--- src/rtl/cordic_pkg.sv ---
// cordic_pkg: shared constants for the vectoring CORDIC.
//   ANGLE_90   : +90 degrees as a 32-bit binary angle (2^32 = full turn).
//   INV_GAIN   : 1/K in Q1.31, used when CORDIC_GAIN_COMP_EN is defined.
//   state_t    : FSM encoding of cordic_vectoring_iter.
//   atan32()   : atan(2^-i) as a 32-bit binary angle, i = 0..31.
package cordic_pkg;

  localparam logic [31:0] ANGLE_90 = 32'h4000_0000;
  localparam logic [31:0] INV_GAIN = 32'h4DBA_76D4;

  typedef enum logic [1:0] {
    ST_IDLE  = 2'd0,
    ST_ROT   = 2'd1,
    ST_SCALE = 2'd2,
    ST_DONE  = 2'd3
  } state_t;

  // Arctangent table; entries past index 12 are essentially 2^32/(2*pi*2^i).
  function automatic logic [31:0] atan32(input logic [4:0] idx);
    case (idx)
      5'd0:    atan32 = 32'h2000_0000;
      5'd1:    atan32 = 32'h12E4_051E;
      5'd2:    atan32 = 32'h09FB_385B;
      5'd3:    atan32 = 32'h0511_11D4;
      5'd4:    atan32 = 32'h028B_0D43;
      5'd5:    atan32 = 32'h0145_D7E1;
      5'd6:    atan32 = 32'h00A2_F61E;
      5'd7:    atan32 = 32'h0051_7C55;
      5'd8:    atan32 = 32'h0028_BE53;
      5'd9:    atan32 = 32'h0014_5F2F;
      5'd10:   atan32 = 32'h000A_2F98;
      5'd11:   atan32 = 32'h0005_17CC;
      5'd12:   atan32 = 32'h0002_8BE6;
      5'd13:   atan32 = 32'h0001_45F3;
      5'd14:   atan32 = 32'h0000_A2FA;
      5'd15:   atan32 = 32'h0000_517D;
      5'd16:   atan32 = 32'h0000_28BE;
      5'd17:   atan32 = 32'h0000_145F;
      5'd18:   atan32 = 32'h0000_0A30;
      5'd19:   atan32 = 32'h0000_0518;
      5'd20:   atan32 = 32'h0000_028C;
      5'd21:   atan32 = 32'h0000_0146;
      5'd22:   atan32 = 32'h0000_00A3;
      5'd23:   atan32 = 32'h0000_0051;
      5'd24:   atan32 = 32'h0000_0029;
      5'd25:   atan32 = 32'h0000_0014;
      5'd26:   atan32 = 32'h0000_000A;
      5'd27:   atan32 = 32'h0000_0005;
      5'd28:   atan32 = 32'h0000_0003;
      5'd29:   atan32 = 32'h0000_0001;
      5'd30:   atan32 = 32'h0000_0001;
      5'd31:   atan32 = 32'h0000_0000;
      default: atan32 = 32'h0000_0000;
    endcase
  endfunction

endpackage

--- src/rtl/cordic_vec_step.sv ---
// cordic_vec_step: one combinational vectoring micro-rotation.
//   x, y   : current vector (signed, XW bits)
//   z      : accumulated angle (binary angle, ZW bits, wraps)
//   shift  : iteration index i (arithmetic shift amount)
//   atan   : atan(2^-i) in the same angle format as z
//   x_next, y_next, z_next : rotated vector and updated angle
// The rotation direction is chosen to push y toward zero.
module cordic_vec_step #(
  parameter int XW = 34,
  parameter int ZW = 32,
  parameter int SW = 5
) (
  input  logic signed [XW-1:0] x,
  input  logic signed [XW-1:0] y,
  input  logic        [ZW-1:0] z,
  input  logic        [SW-1:0] shift,
  input  logic        [ZW-1:0] atan,
  output logic signed [XW-1:0] x_next,
  output logic signed [XW-1:0] y_next,
  output logic        [ZW-1:0] z_next
);

  logic signed [XW-1:0] x_sh_s;
  logic signed [XW-1:0] y_sh_s;

  // Simultaneous x/y update from the old values; sign of y picks direction.
  always_comb begin
    x_sh_s = x >>> shift;
    y_sh_s = y >>> shift;
    if (!y[XW-1]) begin
      x_next = x + y_sh_s;
      y_next = y - x_sh_s;
      z_next = z + atan;
    end else begin
      x_next = x - y_sh_s;
      y_next = y + x_sh_s;
      z_next = z - atan;
    end
  end

endmodule

--- src/rtl/cordic_vectoring_iter.sv ---
// cordic_vectoring_iter: iterative vectoring-mode CORDIC returning the
// magnitude and phase (atan2) of (x_in, y_in), one micro-rotation per clock.
//   clk, rst            : clock, synchronous active-high reset
//   in_valid/in_ready   : input handshake (in_ready high only in IDLE)
//   x_in, y_in          : signed input vector
//   out_valid/out_ready : output handshake
//   mag_out             : unsigned magnitude, WIDTH+1 bits
//   ang_out             : binary angle, 2^WIDTH = full turn
// Optional macro CORDIC_GAIN_COMP_EN adds a SCALE state that multiplies the
// magnitude by 1/K so mag_out approximates the true length.
module cordic_vectoring_iter
  import cordic_pkg::*;
#(
  parameter int WIDTH = 32,
  parameter int ITER  = 16
) (
  input  logic             clk,
  input  logic             rst,
  input  logic             in_valid,
  output logic             in_ready,
  input  logic [WIDTH-1:0] x_in,
  input  logic [WIDTH-1:0] y_in,
  output logic             out_valid,
  input  logic             out_ready,
  output logic [WIDTH:0]   mag_out,
  output logic [WIDTH-1:0] ang_out
);

  localparam int XW = WIDTH + 2;
  // 32-bit angle constants rescaled to WIDTH bits.
  localparam logic [WIDTH-1:0] ANG90_W = WIDTH'({ANGLE_90, 32'h0000_0000} >> (64 - WIDTH));

`ifdef CORDIC_GAIN_COMP_EN
  localparam state_t ST_AFTER_ROT = ST_SCALE;
`else
  localparam state_t ST_AFTER_ROT = ST_DONE;
`endif

  state_t               state_r, state_next_s;
  logic signed [XW-1:0] x_r, y_r, x_next_s, y_next_s;
  logic signed [XW-1:0] x_ext_s, y_ext_s, x_pre_s, y_pre_s;
  logic [WIDTH-1:0]     z_r, z_next_s, z_pre_s, atan_s;
  logic [4:0]           i_r;
  logic                 zero_flag_r, last_s;
  logic                 in_ready_r, in_ready_d_s, out_valid_r, out_valid_d_s;
  logic [WIDTH:0]       mag_out_r;
  logic [WIDTH-1:0]     ang_out_r;

  assign last_s = (i_r == 5'(ITER - 1));
  assign atan_s = WIDTH'({atan32(i_r), 32'h0000_0000} >> (64 - WIDTH));

  cordic_vec_step #(.XW(XW), .ZW(WIDTH), .SW(5)) u_step (
    .x      (x_r),
    .y      (y_r),
    .z      (z_r),
    .shift  (i_r),
    .atan   (atan_s),
    .x_next (x_next_s),
    .y_next (y_next_s),
    .z_next (z_next_s)
  );

`ifdef CORDIC_GAIN_COMP_EN
  logic [WIDTH+32:0] prod_s;
  logic [WIDTH:0]    mag_scaled_s;
  // x is non-negative after ROT, so an unsigned Q1.31 multiply is exact.
  always_comb begin
    prod_s       = (WIDTH+33)'(x_r[WIDTH:0]) * (WIDTH+33)'(INV_GAIN);
    mag_scaled_s = (WIDTH+1)'(prod_s >> 31);
  end
`else
`endif

  // Quadrant pre-rotation brings the vector into the right half-plane.
  always_comb begin
    x_ext_s = {{2{x_in[WIDTH-1]}}, x_in};
    y_ext_s = {{2{y_in[WIDTH-1]}}, y_in};
    if (!x_in[WIDTH-1]) begin
      x_pre_s = x_ext_s;
      y_pre_s = y_ext_s;
      z_pre_s = {WIDTH{1'b0}};
    end else if (!y_in[WIDTH-1]) begin
      x_pre_s = y_ext_s;
      y_pre_s = -x_ext_s;
      z_pre_s = ANG90_W;
    end else begin
      x_pre_s = -y_ext_s;
      y_pre_s = x_ext_s;
      z_pre_s = -ANG90_W;
    end
  end

  // State register.
  always_ff @(posedge clk) begin
    if (rst) begin
      state_r <= ST_IDLE;
    end else begin
      state_r <= state_next_s;
    end
  end

  // Next-state logic.
  always_comb begin
    state_next_s = state_r;
    case (state_r)
      ST_IDLE:  if (in_valid) state_next_s = ST_ROT;  else state_next_s = ST_IDLE;
      ST_ROT:   if (last_s) state_next_s = ST_AFTER_ROT; else state_next_s = ST_ROT;
      ST_SCALE: state_next_s = ST_DONE;
      ST_DONE:  if (out_ready) state_next_s = ST_IDLE; else state_next_s = ST_DONE;
      default:  state_next_s = ST_IDLE;
    endcase
  end

  // Handshake outputs decoded from the next state, then registered.
  always_comb begin
    in_ready_d_s  = (state_next_s == ST_IDLE);
    out_valid_d_s = (state_next_s == ST_DONE);
  end

  // Handshake output registers.
  always_ff @(posedge clk) begin
    if (rst) begin
      in_ready_r  <= 1'b1;
      out_valid_r <= 1'b0;
    end else begin
      in_ready_r  <= in_ready_d_s;
      out_valid_r <= out_valid_d_s;
    end
  end

  // Datapath: load, iterate, and capture results on entry to DONE.
  always_ff @(posedge clk) begin
    if (rst) begin
      x_r         <= {XW{1'b0}};
      y_r         <= {XW{1'b0}};
      z_r         <= {WIDTH{1'b0}};
      i_r         <= 5'd0;
      zero_flag_r <= 1'b0;
      mag_out_r   <= {(WIDTH+1){1'b0}};
      ang_out_r   <= {WIDTH{1'b0}};
    end else begin
      case (state_r)
        ST_IDLE: begin
          if (in_valid) begin
            x_r         <= x_pre_s;
            y_r         <= y_pre_s;
            z_r         <= z_pre_s;
            i_r         <= 5'd0;
            zero_flag_r <= (x_in == {WIDTH{1'b0}}) && (y_in == {WIDTH{1'b0}});
          end
        end
        ST_ROT: begin
          x_r <= x_next_s;
          y_r <= y_next_s;
          z_r <= z_next_s;
          i_r <= i_r + 5'd1;
          if (last_s) begin
`ifdef CORDIC_GAIN_COMP_EN
            // Results are captured after the SCALE cycle.
`else
            mag_out_r <= zero_flag_r ? {(WIDTH+1){1'b0}} : x_next_s[WIDTH:0];
            ang_out_r <= zero_flag_r ? {WIDTH{1'b0}} : z_next_s;
`endif
          end
        end
        ST_SCALE: begin
`ifdef CORDIC_GAIN_COMP_EN
          mag_out_r <= zero_flag_r ? {(WIDTH+1){1'b0}} : mag_scaled_s;
          ang_out_r <= zero_flag_r ? {WIDTH{1'b0}} : z_r;
`else
`endif
        end
        ST_DONE: begin
          // Results hold while the consumer stalls.
        end
        default: begin
        end
      endcase
    end
  end

  assign in_ready  = in_ready_r;
  assign out_valid = out_valid_r;
  assign mag_out   = mag_out_r;
  assign ang_out   = ang_out_r;

endmodule
--- config.mk ---
export PLATFORM = sky130hd
export DESIGN_NAME = cordic_vectoring_iter
export DESIGN_NICKNAME = d
export VERILOG_FILES = /design/src/rtl/cordic_pkg.sv /design/src/rtl/cordic_vec_step.sv /design/src/rtl/cordic_vectoring_iter.sv
export SDC_FILE = /design/constraint.sdc
export NUM_CORES = 1
export LEC_CHECK = 0
export BUFFER_PORTS_ARGS = -buffer_cell sky130_fd_sc_hd__buf_2
export CAP_MARGIN = 40
export CORE_MARGIN = 4
export CORE_UTILIZATION = 55
export CTS_CLUSTER_SIZE = 25
export DETAILED_ROUTE_END_ITERATION = 8
export GPL_TIMING_DRIVEN = 0
export MAX_ROUTING_LAYER = met4
export PLACE_DENSITY = 0.73
export SETUP_SLACK_MARGIN = 0.05
export SLEW_MARGIN = 15
export SYNTH_ARGS = -nofsm -noshare
export SYNTH_HDL_FRONTEND = slang
export SYNTH_SLANG_ARGS = --single-unit
export TNS_END_PERCENT = 5
--- constraint.sdc ---
create_clock -name clk -period 18.4 [get_ports clk]
set_input_delay 0 -clock clk [delete_from_list [all_inputs] [get_ports clk]]
set_output_delay 0 -clock clk [all_outputs]
set_load 0.01 [all_outputs]
* Yosys cells after proc, flatten, opt, wreduce, memory -nomap -nowiden *
Memory sizes are Yosys's and may differ from the RTL's. A register that Yosys moved wholly into a read port is not among the register bits.
Index checks and enable logic that the tools add are counted.

word-level totals
  register bits = 175
  bits in latches = 0
  memory bits (writable) = 0
  ROM bits = 960
  input bits = 68
  word-level logic and storage cells = 62
  memories kept = 1

memories
  name             words  width  rd ports  clocked after Yosys merged registers in  wr ports  RTL line          source
  (no name shown)  32     30     1         1                                        0         cordic_pkg.sv:20  case (idx)

cells by class
  $add $sub $neg = 9
  multiply operators = 0
  divide/modulo/power cells = 0
  order comparisons = 0
  equal/unequal tests = 6
  shift-type cells = 2
  mux-type cells = 25
  bitwise logic cells = 0
  reduce and logical (&&, ||, !) cells = 9

operators by type and width
  kind                                                                   number
  34-bit 2-to-1 mux                                                      8
  32-bit 2-to-1 mux                                                      5
  34-bit one-hot mux with 2 select lines                                 2
  34-bit adder                                                           2
  32-bit negator with 34-bit output                                      2
  34-bit by 5-bit >>> shifter with 34-bit output                         2
  34-bit subtractor                                                      2
  32-bit zero test                                                       2
  32-bit one-hot mux with 2 select lines                                 1
  33-bit 2-to-1 mux                                                      1
  32-bit adder                                                           1
  32-bit subtractor                                                      1
  5-bit 2-to-1 mux                                                       3
  5-bit one-hot mux with 2 select lines                                  1
  2-bit one-hot mux with 4 select lines                                  1
  2-bit equality test, second input constant                             3
  2-bit AND reduction                                                    3
  5-bit by 1-bit adder with 5-bit output, second input constant          1
  5-bit by 4-bit equality test with 1-bit output, second input constant  1
  2-bit zero test                                                        2
  2-bit 2-to-1 mux                                                       2
  2-bit by 1-bit equality test with 1-bit output, second input constant  1
  2-bit != test, second input constant                                   1
  2-bit nonzero test                                                     1
  2 further kinds                                                        2

* Logic depth before layout (Yosys ltp) *
  word-level depth = 5
  gate-level depth with buffers = 30
  depth with buffers taken out = 22

* Hierarchy *
From an unflattened synthesis, not the netlist that was laid out.

second synthesis, totals
  cells, all modules = 2858
  area, all modules = 22306.4 um2

modules (own cells, without submodules)
  module                 instances  cells an instance  area each (um2)  seq. area each (um2)
  cordic_vec_step        1          1586               12059.1          0.0
  cordic_vectoring_iter  1          1272               10247.3          4103.9

* Worst setup path before layout *
No wires, ideal clock.

  kind = flip-flop to flip-flop
  start = reg i_r[0]
  end = reg y_r[30]
  library setup time = 0.070 ns
  arrival = 5.695 ns
  data required time = 18.330 ns
  path slack = 12.635 ns
  stages on the path, launching flop included = 29
  path buffers = 8
  clock period less this slack = 5.765 ns
  cell sequence = dfxtp_1 -> buf_4 -> buf_8 -> buf_8 -> buf_8 -> buf_4 -> buf_2 -> mux4_2 -> a22o_1 -> nor4_4 -> ha_1 -> inv_1 -> nor3_4 -> and2_1 -> and4_1 -> buf_6 -> nor2_1 -> xnor2_1 -> ha_1 -> clkbuf_1 -> and3_1 -> a221o_1 -> a21oi_1 -> o32a_1 -> o311a_1 -> nor3_1 -> o31ai_1 -> mux2_2 -> a21oi_1

between the ends
  longest elaborated chain between the ends = 4

ends and longest elaborated chain
  element                                             RTL line                                      source
  start, declared                                     cordic_vectoring_iter.sv:43                   logic [4:0] i_r;
  start signal, assigned                              cordic_vectoring_iter.sv:156                  i_r <= i_r + 5'd1;
  34-bit by 5-bit >>> shifter with 34-bit output (*)  cordic_vec_step.sv:28                         x_sh_s = x >>> shift;
  34-bit subtractor or 34-bit adder (tied branches)   cordic_vec_step.sv:32, cordic_vec_step.sv:36
  34-bit 2-to-1 mux (*)                               cordic_vec_step.sv:30                         if (!y[XW-1]) begin
  34-bit one-hot mux with 2 select lines (*)          cordic_vectoring_iter.sv:142                  case (state_r)
  end signal, assigned                                cordic_vectoring_iter.sv:135                  y_r <= {XW{1'b0}};
  end signal, assigned                                cordic_vectoring_iter.sv:146                  y_r <= y_pre_s;
  end signal, assigned                                cordic_vectoring_iter.sv:154                  y_r <= y_next_s;
  end, declared                                       cordic_vectoring_iter.sv:40                   logic signed [XW-1:0] x_r, y_r, x_next_s, y_next_s;

Mark *: on every way between the ends. The rest lies on a longest branch, timed or not.
A chain may end at the register's enable or synchronous reset.

* Final worst setup path *
  start = reg i_r[1]
  end = reg x_r[33]

between the ends
  longest elaborated chain between the ends = 4

ends and longest elaborated chain
  element                                             RTL line                                      source
  34-bit by 5-bit >>> shifter with 34-bit output (*)  cordic_vec_step.sv:29                         y_sh_s = y >>> shift;
  34-bit adder or 34-bit subtractor (tied branches)   cordic_vec_step.sv:31, cordic_vec_step.sv:35
  34-bit 2-to-1 mux (*)                               cordic_vec_step.sv:30
  34-bit one-hot mux with 2 select lines (*)          cordic_vectoring_iter.sv:142
  end signal, assigned                                cordic_vectoring_iter.sv:134                  x_r <= {XW{1'b0}};
  end signal, assigned                                cordic_vectoring_iter.sv:145                  x_r <= x_pre_s;
  end signal, assigned                                cordic_vectoring_iter.sv:153                  x_r <= x_next_s;
  end, declared                                       cordic_vectoring_iter.sv:40

Marks and branches as above.

==> flow_summary.json <==
{
  "final_common_cell": "nor2_1",
  "core-area_um2": 39010,
  "synth_ff_type": "dfxtp_1",
  "wirelength_um": 108300,
  "final.setup_skew_ns": 0.05422,
  "slew_viol_final": 0,
  "ff_latch_area_um2": 4104,
  "p_leak_nw": 9.395,
  "drt_iter0_markers": 4287,
  "timing.slew.headroom": 0.1210,
  "clock_sinks": 205,
  "post-dp-hpwl_um": 84240,
  "die_w_um": 207.5,
  "io_buffers": 132,
  "yosys.area.top_type": "dfxtp_1",
  "hold_start": "y_in[0]",
  "ys_ff_latch": 205,
  "path_max_fanout": 10,
  "grtUsageTotal": 0.4878,
  "dr.pass1.iters": 9,
  "power.density_nw_per_um2": 144.9,
  "finalNetCount": 3151,
  "vias_per_cell": 7.398,
  "cp_common_cell": "buf_2",
  "finalPower_w": 0.003510,
  "postSynth.asyncResetShare": 0,
  "multi_input_comb_area_um2": 16590,
  "rows": 72,
  "placed_area_um2": 23250,
  "antenna_found_initial": 1,
  "r2r_setup_slack_ns": 10.41,
  "syn_inst": 2786,
  "syn-num-nets": 2969,
  "synthesis.area_um2": 21880,
  "layout_common_cells": "nor2_1, a21oi_1, nand2_1",
  "reg2reg_depth": 29,
  "root_buffer": "clkbuf_16",
  "die_h_um": 207.5,
  "fin_setup_tns_ns": 0,
  "cts_setup_buffers": 0,
  "hold_path_depth": 5,
  "cts-hold-fix-buffers": 8,
  "hold_class": "input pin to flop",
  "synth_edf_count": 0,
  "grt_max_degree": 14,
  "holdPathEnd": "y_r[0]$_SDFFE_PP0P_",
  "initial_core_util": 0.5610,
  "gr-total-overflow": 0,
  "cap_viol_max_count": 0,
  "ys_types": 107,
  "fillers": 3443,
  "cp-start-kind": "flop",
  "worst_pin_slew_ns": 1.318,
  "required_ns": 18.78,
  "drc": 2,
  "yosys_warnings": 0,
  "cts_buffers": 24,
  "peakVddDrop_mv": 0.09843,
  "gp_congestion": 1.180,
  "wire_per_inst_um": 30.90,
  "min_period_ns": 7.993,
  "synth_top_area_frac": 0.1875,
  "final_area_um2": 24230,
  "outcome": "finished with violations",
  "clock_latency_ns": 0.58,
  "reg2reg_from": "i_r[1]$_SDFFE_PP0P_",
  "cts_tree": "done",
  "endpoint_kind": "flop",
  "dieArea_um2": 43050,
  "synth_area_leaders": "dfxtp_1, mux4_2, ha_1",
  "clk_pin_slew_ns": 0.06,
  "cp_slowest_stage_delay_ns": 0.54,
  "fmax_mhz": 125.1,
  "critPathKind": "flop to flop",
  "clk_path_buf_depth": 3,
  "setup-violations-final": 0,
  "crit_arrival_ns": 8.37,
  "grt_pass1_vias": 24370,
  "synth-seq-area-share": 0.1875,
  "areaGrowthSynthToFinish_pct": 10.71,
  "violations": "design-rule violations",
  "syn_area_per_cell_um2": 7.855,
  "io_pins": 135,
  "rsz0062_at_grt": "false",
  "final_layout_size_suffix_gt1_frac": 0.1271,
  "htree_levels": 1,
  "r2r_end": "x_r[33]$_SDFFE_PP0P_",
  "antenna_left": 0,
  "hold_viol_final": 0,
  "cp_slowest_cell": "o21ai_1",
  "grt_pass1_wl_um": 157600,
  "via_count": 25920,
  "ctsResizeCount": 0,
  "timing.final.crit_share": 0.4344
}
==> through the flow <==
step | hold slack [ns] | setup slack (ns) | util | std cells
CTS | 0.01275 | 10.77 | 0.6194 | 3494
detailed placement | 0.3653 | 10.82 | 0.5961 | 3445
finish | 0.02681 | 10.41 | 0.6211 | 3504
global route | 0.03985 | 10.31 | 0.6210 | 3502
global placement | 0.3503 | 10.97 | 0.5946 | 3436
floorplan | 0.2295 | 12.64 | - | 2786
==> where the power goes <==
group	switching, W	internal (W)
logic	0.00151	0.000860
clock network	0.000207	0.000299
registers	0.000127	0.000502
==> state kept, by name (all words and copies together) (netlist names) <==
| name | cells |
|---|---|
| out_valid | 1 |
| z_r | 32 |
| i_r | 5 |
| mag_out | 33 |
| atan_s | 30 |
| x_r | 34 |
| ang_out | 32 |
| y_r | 34 |
| in_ready | 1 |
| state_r | 2 |
| zero_flag_r | 1 |
==> critical path, delay by kind of cell, from the launching register on <==
kind                     cells  cell delay, ns
AO/OA/AOI/OAI               10            2.53
XOR/XNOR                     2            0.70
adder cells (fa/ha/maj)      2            0.64
buffers and inverters        8            1.82
flip-flops                   1            0.36
multiplexers                 1            0.39
AND/OR/NAND/NOR              6            1.34
==> cell type report <==
class | count | area share
Clock inverter | 11 | 0.006868
Clock buffer | 30 | 0.02737
Inverter | 72 | 0.01115
Tap cell | 518 | 0.02675
Timing Repair Buffer | 156 | 0.03543
Buffer | 193 | 0.03811
Multi-Input combinational cell | 2316 | 0.6846
Sequential cell | 205 | 0.1694
Antenna cell | 3 | 0.0003099
==> cell usage after synthesis (all sizes together) (20+ instances only) <==
cell type  instances
nor2             342
a21oi            225
nand2            210
dfxtp            205
xnor2            140
o21ai            132
clkbuf           124
ha               112
a211oi            92
xor2              76
mux4              70
buf               69
inv               69
nor3              65
mux2i             63
nand3             61
a22oi             56
a21o              46
a31oi             43
a221oi            39
o22ai             36
mux2              34
nand2b            30
a22o              28
nor2b             26
and2              24
o211ai            23
o31ai             23
nand4             20
o21a              20
o21bai            20
==> worst max path at each step <==
stage,from,to
detailed placement,i_r[1]$_SDFFE_PP0P_,x_r[33]$_SDFFE_PP0P_
floorplan,i_r[0]$_SDFFE_PP0P_,y_r[30]$_SDFFE_PP0P_
CTS,i_r[1]$_SDFFE_PP0P_,x_r[33]$_SDFFE_PP0P_
global route,i_r[1]$_SDFFE_PP0P_,x_r[33]$_SDFFE_PP0P_
global placement,i_r[3]$_SDFFE_PP0P_,x_r[33]$_SDFFE_PP0P_
finish,i_r[1]$_SDFFE_PP0P_,x_r[33]$_SDFFE_PP0P_
==> metal layers <==
metal  wire, um  vias to the layer above  GRT usage
li1           -                    10860          -
met1      37170                    12150     0.5703
met2      46060                     2326     0.7264
met3      14860                      589     0.1443
met4      10180                        0     0.3256
met5          0                        -          -
==> cell families after synthesis <==
kind of cell             Yosys count  share of synthesized area
AO/OA/AOI/OAI                    918                     0.2883
multiplexers                     167                     0.1187
XOR/XNOR                         216                    0.08644
adder cells (fa/ha/maj)          116                    0.06723
flip-flops                       205                     0.1875
buffers and inverters            265                    0.05454
AND/OR/NAND/NOR                  899                     0.1973
Note: power is estimated with default switching activity, not from simulation.
